==> src/rtl/serial_arith_pkg.sv <==
// serial_arith_pkg: shared FSM encoding and default width for the serial arithmetic blocks
package serial_arith_pkg;
   localparam int DEFAULT_WIDTH = 8;
   typedef enum logic [1:0] {
      IDLE  = 2'd0,
      SHIFT = 2'd1,
      FIN   = 2'd2
   } state_e;
endpackage

==> src/rtl/serial_bit_sub.sv <==
// serial_bit_sub: one-bit full subtractor cell (D = A - B - BIN)
module serial_bit_sub (
   input  logic A,
   input  logic B,
   input  logic BIN,
   output logic D,
   output logic BOUT
);
   assign D    = A ^ B ^ BIN;
   assign BOUT = (~A & B) | (~(A ^ B) & BIN);
endmodule

==> src/rtl/serial_word_subtractor.sv <==
// serial_word_subtractor: bit-serial unsigned A-B, LSB first, one result bit per clock
module serial_word_subtractor
   import serial_arith_pkg::*;
#(
   parameter int WIDTH = DEFAULT_WIDTH
) (
   input  logic             CLK,
   input  logic             RST,
   input  logic             START,
   input  logic [WIDTH-1:0] A,
   input  logic [WIDTH-1:0] B,
   output logic             BUSY,
   output logic             DONE,
   output logic [WIDTH-1:0] DIFF,
   output logic             BOUT,
   output logic             SOUT
);
   localparam logic [WIDTH-1:0] LAST = WIDTH'(WIDTH - 1);
   state_e state_q, state_d;
   logic [WIDTH-1:0] a_q, a_d, b_q, b_d, diff_q, diff_d, cnt_q, cnt_d;
   logic br_q, br_d, bout_q, bout_d, sout_q, sout_d, d, br_next;
   serial_bit_sub u_bit (
      .A   (a_q[0]),
      .B   (b_q[0]),
      .BIN (br_q),
      .D   (d),
      .BOUT(br_next)
   );
   always_ff @(posedge CLK) begin
      if (!RST) begin
         state_q <= IDLE;
         a_q     <= '0;
         b_q     <= '0;
         diff_q  <= '0;
         cnt_q   <= '0;
         br_q    <= 1'b0;
         bout_q  <= 1'b0;
         sout_q  <= 1'b0;
      end else begin
         state_q <= state_d;
         a_q     <= a_d;
         b_q     <= b_d;
         diff_q  <= diff_d;
         cnt_q   <= cnt_d;
         br_q    <= br_d;
         bout_q  <= bout_d;
         sout_q  <= sout_d;
      end
   end
   always_comb begin
      state_d = (state_q == IDLE)  ? (START ? SHIFT : IDLE) :
                (state_q == SHIFT) ? ((cnt_q == LAST) ? FIN : SHIFT) : IDLE;
   end
   // Results and borrow only move on SHIFT edges, so they hold through FIN and IDLE.
   always_comb begin
      a_d    = a_q;
      b_d    = b_q;
      diff_d = diff_q;
      cnt_d  = cnt_q;
      br_d   = br_q;
      bout_d = bout_q;
      sout_d = sout_q;
      if (state_q == IDLE && START) begin
         a_d   = A;
         b_d   = B;
         br_d  = 1'b0;
         cnt_d = '0;
      end else if (state_q == SHIFT) begin
         a_d    = a_q >> 1;
         b_d    = b_q >> 1;
         diff_d = {d, diff_q[WIDTH-1:1]};
         cnt_d  = cnt_q + 1'b1;
         br_d   = br_next;
         bout_d = br_next;
         sout_d = d;
      end
   end
   always_comb begin
      BUSY = (state_q != IDLE);
      DONE = (state_q == FIN);
   end
   assign DIFF = diff_q;
   assign BOUT = bout_q;
   assign SOUT = sout_q;
endmodule

==> config.mk <==
export PLATFORM = sky130hd
export DESIGN_NAME = serial_word_subtractor
export DESIGN_NICKNAME = d
export VERILOG_FILES = /design/src/rtl/serial_arith_pkg.sv /design/src/rtl/serial_bit_sub.sv /design/src/rtl/serial_word_subtractor.sv
export SDC_FILE = /design/constraint.sdc
export NUM_CORES = 1
export LEC_CHECK = 0
export BUFFER_PORTS_ARGS = -buffer_cell sky130_fd_sc_hd__buf_4
export CORE_MARGIN = 2
export CORE_UTILIZATION = 30
export DETAILED_ROUTE_END_ITERATION = 7
export HOLD_SLACK_MARGIN = 0.15
export SYNTH_ARGS = -nofsm -noshare
export SYNTH_HDL_FRONTEND = slang
export SYNTH_SLANG_ARGS = --single-unit
==> constraint.sdc <==
create_clock -name CLK -period 1.2 [get_ports CLK]
set_input_delay 0.06 -clock CLK [delete_from_list [all_inputs] [get_ports CLK]]
set_output_delay 0.06 -clock CLK [all_outputs]
set_load 0.01 [all_outputs]
# --- Yosys cells after proc, flatten, opt, wreduce, memory -nomap -nowiden ---
# Index checks and enable logic that the tools add are counted.
# Widths: inputs -> output; s select.
op_classes:
  addsub: 1
  eq_ne: 3
  n_mux: 8
  n_bitwise: 9
  n_reduce_logical: 6
op_table:
  columns: ["operator", "count"]
  rows:
  - ["$mux 8", 4]
  - ["$add 8x1->8 const B", 1]
  - ["$eq 8x3->1 const B", 1]
  - ["$mux 2", 3]
  - ["$not 1->1", 4]
  - ["$reduce_bool 2->1", 2]
  - ["$and 1x1->1", 2]
  - ["$eq 2x1->1 const B", 1]
  - ["$eq 2x2->1 const B", 1]
  - ["$logic_not 2->1", 1]
  - ["$reduce_and 2->1", 1]
  - ["$reduce_or 2->1", 1]
  - ["$xor 1x1->1", 2]
  - ["$logic_and 1x1->1", 1]
  - ["$mux 1", 1]
  - ["$or 1x1->1", 1]
totals:
  regBits: 37
  input_bits: 19
  output_inout_bits: 12
  word_cells: 35

# --- Logic depth before layout (Yosys ltp) ---
depth:
  depth_word: 4
  ltp_mapped: 5
  depth_no_buf: 4

# --- Cells and area by module ---
# From an unflattened synthesis, not the netlist that was laid out.
hier_totals:
  cells_unflattened: 174
  hier_area_um2: 1581.5
modules_own_cells:
  columns: ["mod", "n_inst", "cells_each", "area_each_um2", "seq_area_each_um2"]
  rows:
  - ["serial_word_subtractor", 1, 170, 1550.2, 720.7]
  - ["serial_bit_sub", 1, 4, 31.3, 0.0]

# --- Worst setup path after synthesis ---
# Ideal clock, no wire load.
synth_path:
  path_kind: "reg2reg"
  from: "register cnt_q[3]"
  to: "register state_q[0]"
  setup_time_ns: 0.121
  arrival_ns: 1.129
  required_ns: 1.079
  slack_ns: -0.050
  stages_incl_launch_ff: 4
  path_buffers: 0
  synth_period_minus_slack_ns: 1.250
  cell_sequence: "dfxtp_1 -> or4_4 -> o31ai_2 -> a21boi_1"
synth_via:
  elab_chain_cells: 4
synth_lines:
  columns: ["item", "line", "rtl"]
  rows:
  - ["from (decl)", "serial_word_subtractor.sv:20", "logic [WIDTH-1:0] a_q, a_d, b_q, b_d, diff_q, diff_d, cnt_q, cnt_d;"]
  - ["from (signal assigned)", "serial_word_subtractor.sv:44", "cnt_q <= cnt_d;"]
  - ["$eq 8x3->1", "serial_word_subtractor.sv:52", "(state_q == SHIFT) ? ((cnt_q == LAST) ? FIN : SHIFT) : IDLE;"]
  - ["$mux 2 (2 in a row)", "serial_word_subtractor.sv:52", null]
  - ["$mux 2", "serial_word_subtractor.sv:51", "state_d = (state_q == IDLE) ? (START ? SHIFT : IDLE) :"]
  - ["to (signal assigned)", "serial_word_subtractor.sv:40", "state_q <= state_d;"]
  - ["to (decl)", "serial_word_subtractor.sv:19", "state_e state_q, state_d;"]
# Every way passes these cells.
# A chain may end at the register's enable or synchronous reset.

# --- Worst setup path in the final report ---
layout_path:
  from: "register cnt_q[6]"
  to: "register state_q[0]"
# Same word-level chain as after synthesis.

==> flow_summary.toml <==
[synth]
ys_types = 35
synth.avg_cell_area_um2 = 9.219
synth_area_um2 = 1577
yosysTopAreaCell = "dfxtp_1"
ys_seq_area_share_pct = 45.71
synth-seq-cells = 36
syn-instance-count = 171
synthTopCellsByArea = "dfxtp_1 (46%), nand2_1 (8.8%), a22oi_1 (6.7%)"
yosys_warnings = 0
synth_top_area_share_pct = 45.71
synthFlopType = "dfxtp_1"
synth_edf_count = 0
syn_nets = 192
async_flop_share_pct = 0

[power_and_ir_drop]
pwr-share-clk_pct = 34.0
swShare_pct = 24.38
irDropWorstVdd_mv = 0.6687
p_int_w = 0.001955
switching_power_w = 0.0006304
p_total_w = 0.002585
power_density_nw_per_um2 = 1082
p_seq_share_pct = 49.3
comb_power_share_pct = 16.6
p_leak_nw = 0.9395

[clock_tree]
clock_latency_ns = 0.28
cts_tree = "done"
clockBufferDepth = 2
clock-sinks = 36
numCtsBuffers = 5
root_buffer = "clkbuf_8"
clkTransAtPathRegs_ns = 0.07
cts-htree-levels = 2

[drt]
drt-total-wl_um = 3553
postRouteAntennaNets = 0
drtIter0Drc = 69
first_pass_iters = 4
viasPerCell = 4.624
drc = 0
vias = 1415
drt-wirelength-per-cell_um = 11.61

[timing]
worst_pin_slew_ns = 0.3023
setup_ws_ns = -0.06275
period_minus_slack_ns = 1.263
fmax_mhz = 791.9
slew_headroom_pct = 79.82
fin_setup_tns_ns = -0.5485
setup_viol = 18
rsz0062_at_grt = "yes"
finClkSkew_ns = 0.002472
slew_viol_final = 0
hold_viol = 0
period_share_pct = 105.2

[critical_path]
cp.arrival_ns = 1.44
start_kind = "flip-flop"
crit_type = "flip-flop to flip-flop"
end_kind = "flip-flop"
r2r_cells = 3
crit_path_max_fanout = 2
required_ns = 1.37

[floorplanning]
dieHeight_um = 76.49
die_area_um2 = 5851
coreArea_um2 = 5075
die_w_um = 76.49
num_rows = 26
initial_utilization_pct = 31.07
io_pins = 31

[place]
portBuffers = 30
dp_cells = 279
routabilityCongestion = 0.7921
dp_hpwl_um = 2356

[global_routing]
grt_use_total_pct = 12.32
grt_max_degree = 31
grt_remaining_overflow = 0
grt_first_pass_wirelength_um = 5899
antenna_found_initial = 0
grt_pass1_vias = 1315

[min_path]
hp-class = "primary input to flip-flop"
holdPathStages = 3

[finish]
num_antenna_cells = 0
area_growth_pct = 51.51
drive_gt1_share_pct = 36.86
fin_cells = 306
nets = 256
fillers = 522
multi_input_area_um2 = 853.3
utilization_pct = 47.07
seq_area_um2 = 735.7

[run]
cap_violations = 0

[status]
violations = "negative setup slack"
outcome = "complete, but fails checks"
==> layout by cell type, fill, tap and decap left out, types with 2 or more instances in the layout <==
master,count
nand3_1,5
dfxtp_4,2
a21boi_0,5
dfxtp_2,6
buf_4,44
a21oi_1,5
a22oi_1,11
a22oi_2,3
nand3b_1,2
o21ai_0,4
clkbuf_1,2
dlygate4sd3_1,16
a21boi_1,19
nor2_1,3
dfxtp_1,28
inv_1,2
clkbuf_8,6
or3_1,4
nand2_1,36
buf_6,7
==> logic make-up after synthesis <==
logic type | count (synthesis) | share of synthesized area [%]
buffers and inverters | 14 | 4.920
muxes | 1 | 0.6349
DFF | 36 | 45.71
AOI/OAI and AO/OA | 53 | 24.05
and+or+nand+nor | 63 | 21.51
adders and majority gates | 2 | 2.063
xor gates and xnor gates | 2 | 1.111
==> flip-flops by register name (all words and copies together), names as in the netlist <==
register / count
BOUT: 1
DIFF: 8
a_q: 8
b_q: 8
br_q: 1
cnt_q: 8
state_q: 2
==> routing by layer <==
metal	global-route usage (%)	part of all wire (%)	up-vias
li1	-	-	730
met1	16.44	48	650
met2	18.76	46	26
met3	3.081	3.5	9
met4	5.455	2.3	0
met5	0	0	-
==> through the flow <==
step / setup WS [ns] / area [µm²] / hold slack, ns
after floorplan: -0.007784 / 1589 / 0.1949
after global placement: -0.08042 / 1987 / 0.3227
after detailed placement: -0.1109 / 1987 / 0.3340
after CTS: -0.07540 / 2262 / 0.1591
after global routing: -0.1443 / 2389 / 0.1843
final: -0.06275 / 2389 / 0.1634
==> power groups by stage <==
stage / registers (W) / logic, W / clock network [W]
global route: 0.00128 / 0.000468 / 0.000954
detailed placement: 0.00130 / 0.000332 / 0
finish: 0.00128 / 0.000430 / 0.000880
floorplan: 0.00129 / 0.000200 / 0
global placement: 0.00130 / 0.000332 / 0
CTS: 0.00127 / 0.000386 / 0.000904
==> synthesized netlist by cell type, types with 2 or more instances <==
master,count
a21boi_0,12
a21boi_1,13
a21oi_1,6
a22oi_1,14
buf_2,5
buf_4,3
clkbuf_1,2
dfxtp_1,36
inv_1,2
nand2_1,37
nand3_1,6
nand3b_1,2
nor2_1,3
nor2b_1,2
o21ai_0,5
or3_1,4
==> final timing paths <==
check	endpoint	from	slack [ns]
setup reg to reg	state_q[0]	cnt_q[6]	-0.06
hold / removal	state_q[1]	RST	0.16
setup / recovery	state_q[0]	cnt_q[6]	-0.06
hold reg to reg	a_q[2]	a_q[2]	0.45
==> critical path, stage by stage (launching register included) <==
cell and delay, ns:
dfxtp_1 0.31, or4_4 0.56, o31ai_2 0.20, a21boi_1 0.09
==> timing repair <==
action,in CTS,in global routing
endpoints found under the setup margin,37,29
buffers inserted,0,2
gates resized for setup,9,29
hold buffers,16,0
pin swaps,0,14
gates cloned,0,1
hold endpoints to repair,16,0
==> cell type report <==
class	count	share of cell area (%)
sequential	36	30.80
clock buffer	8	3.772
timing repair buffer	69	25.72
multi-input combinational	121	35.73
tap	70	3.667
inverter	2	0.3143
Power figures use the tool's default switching activity.
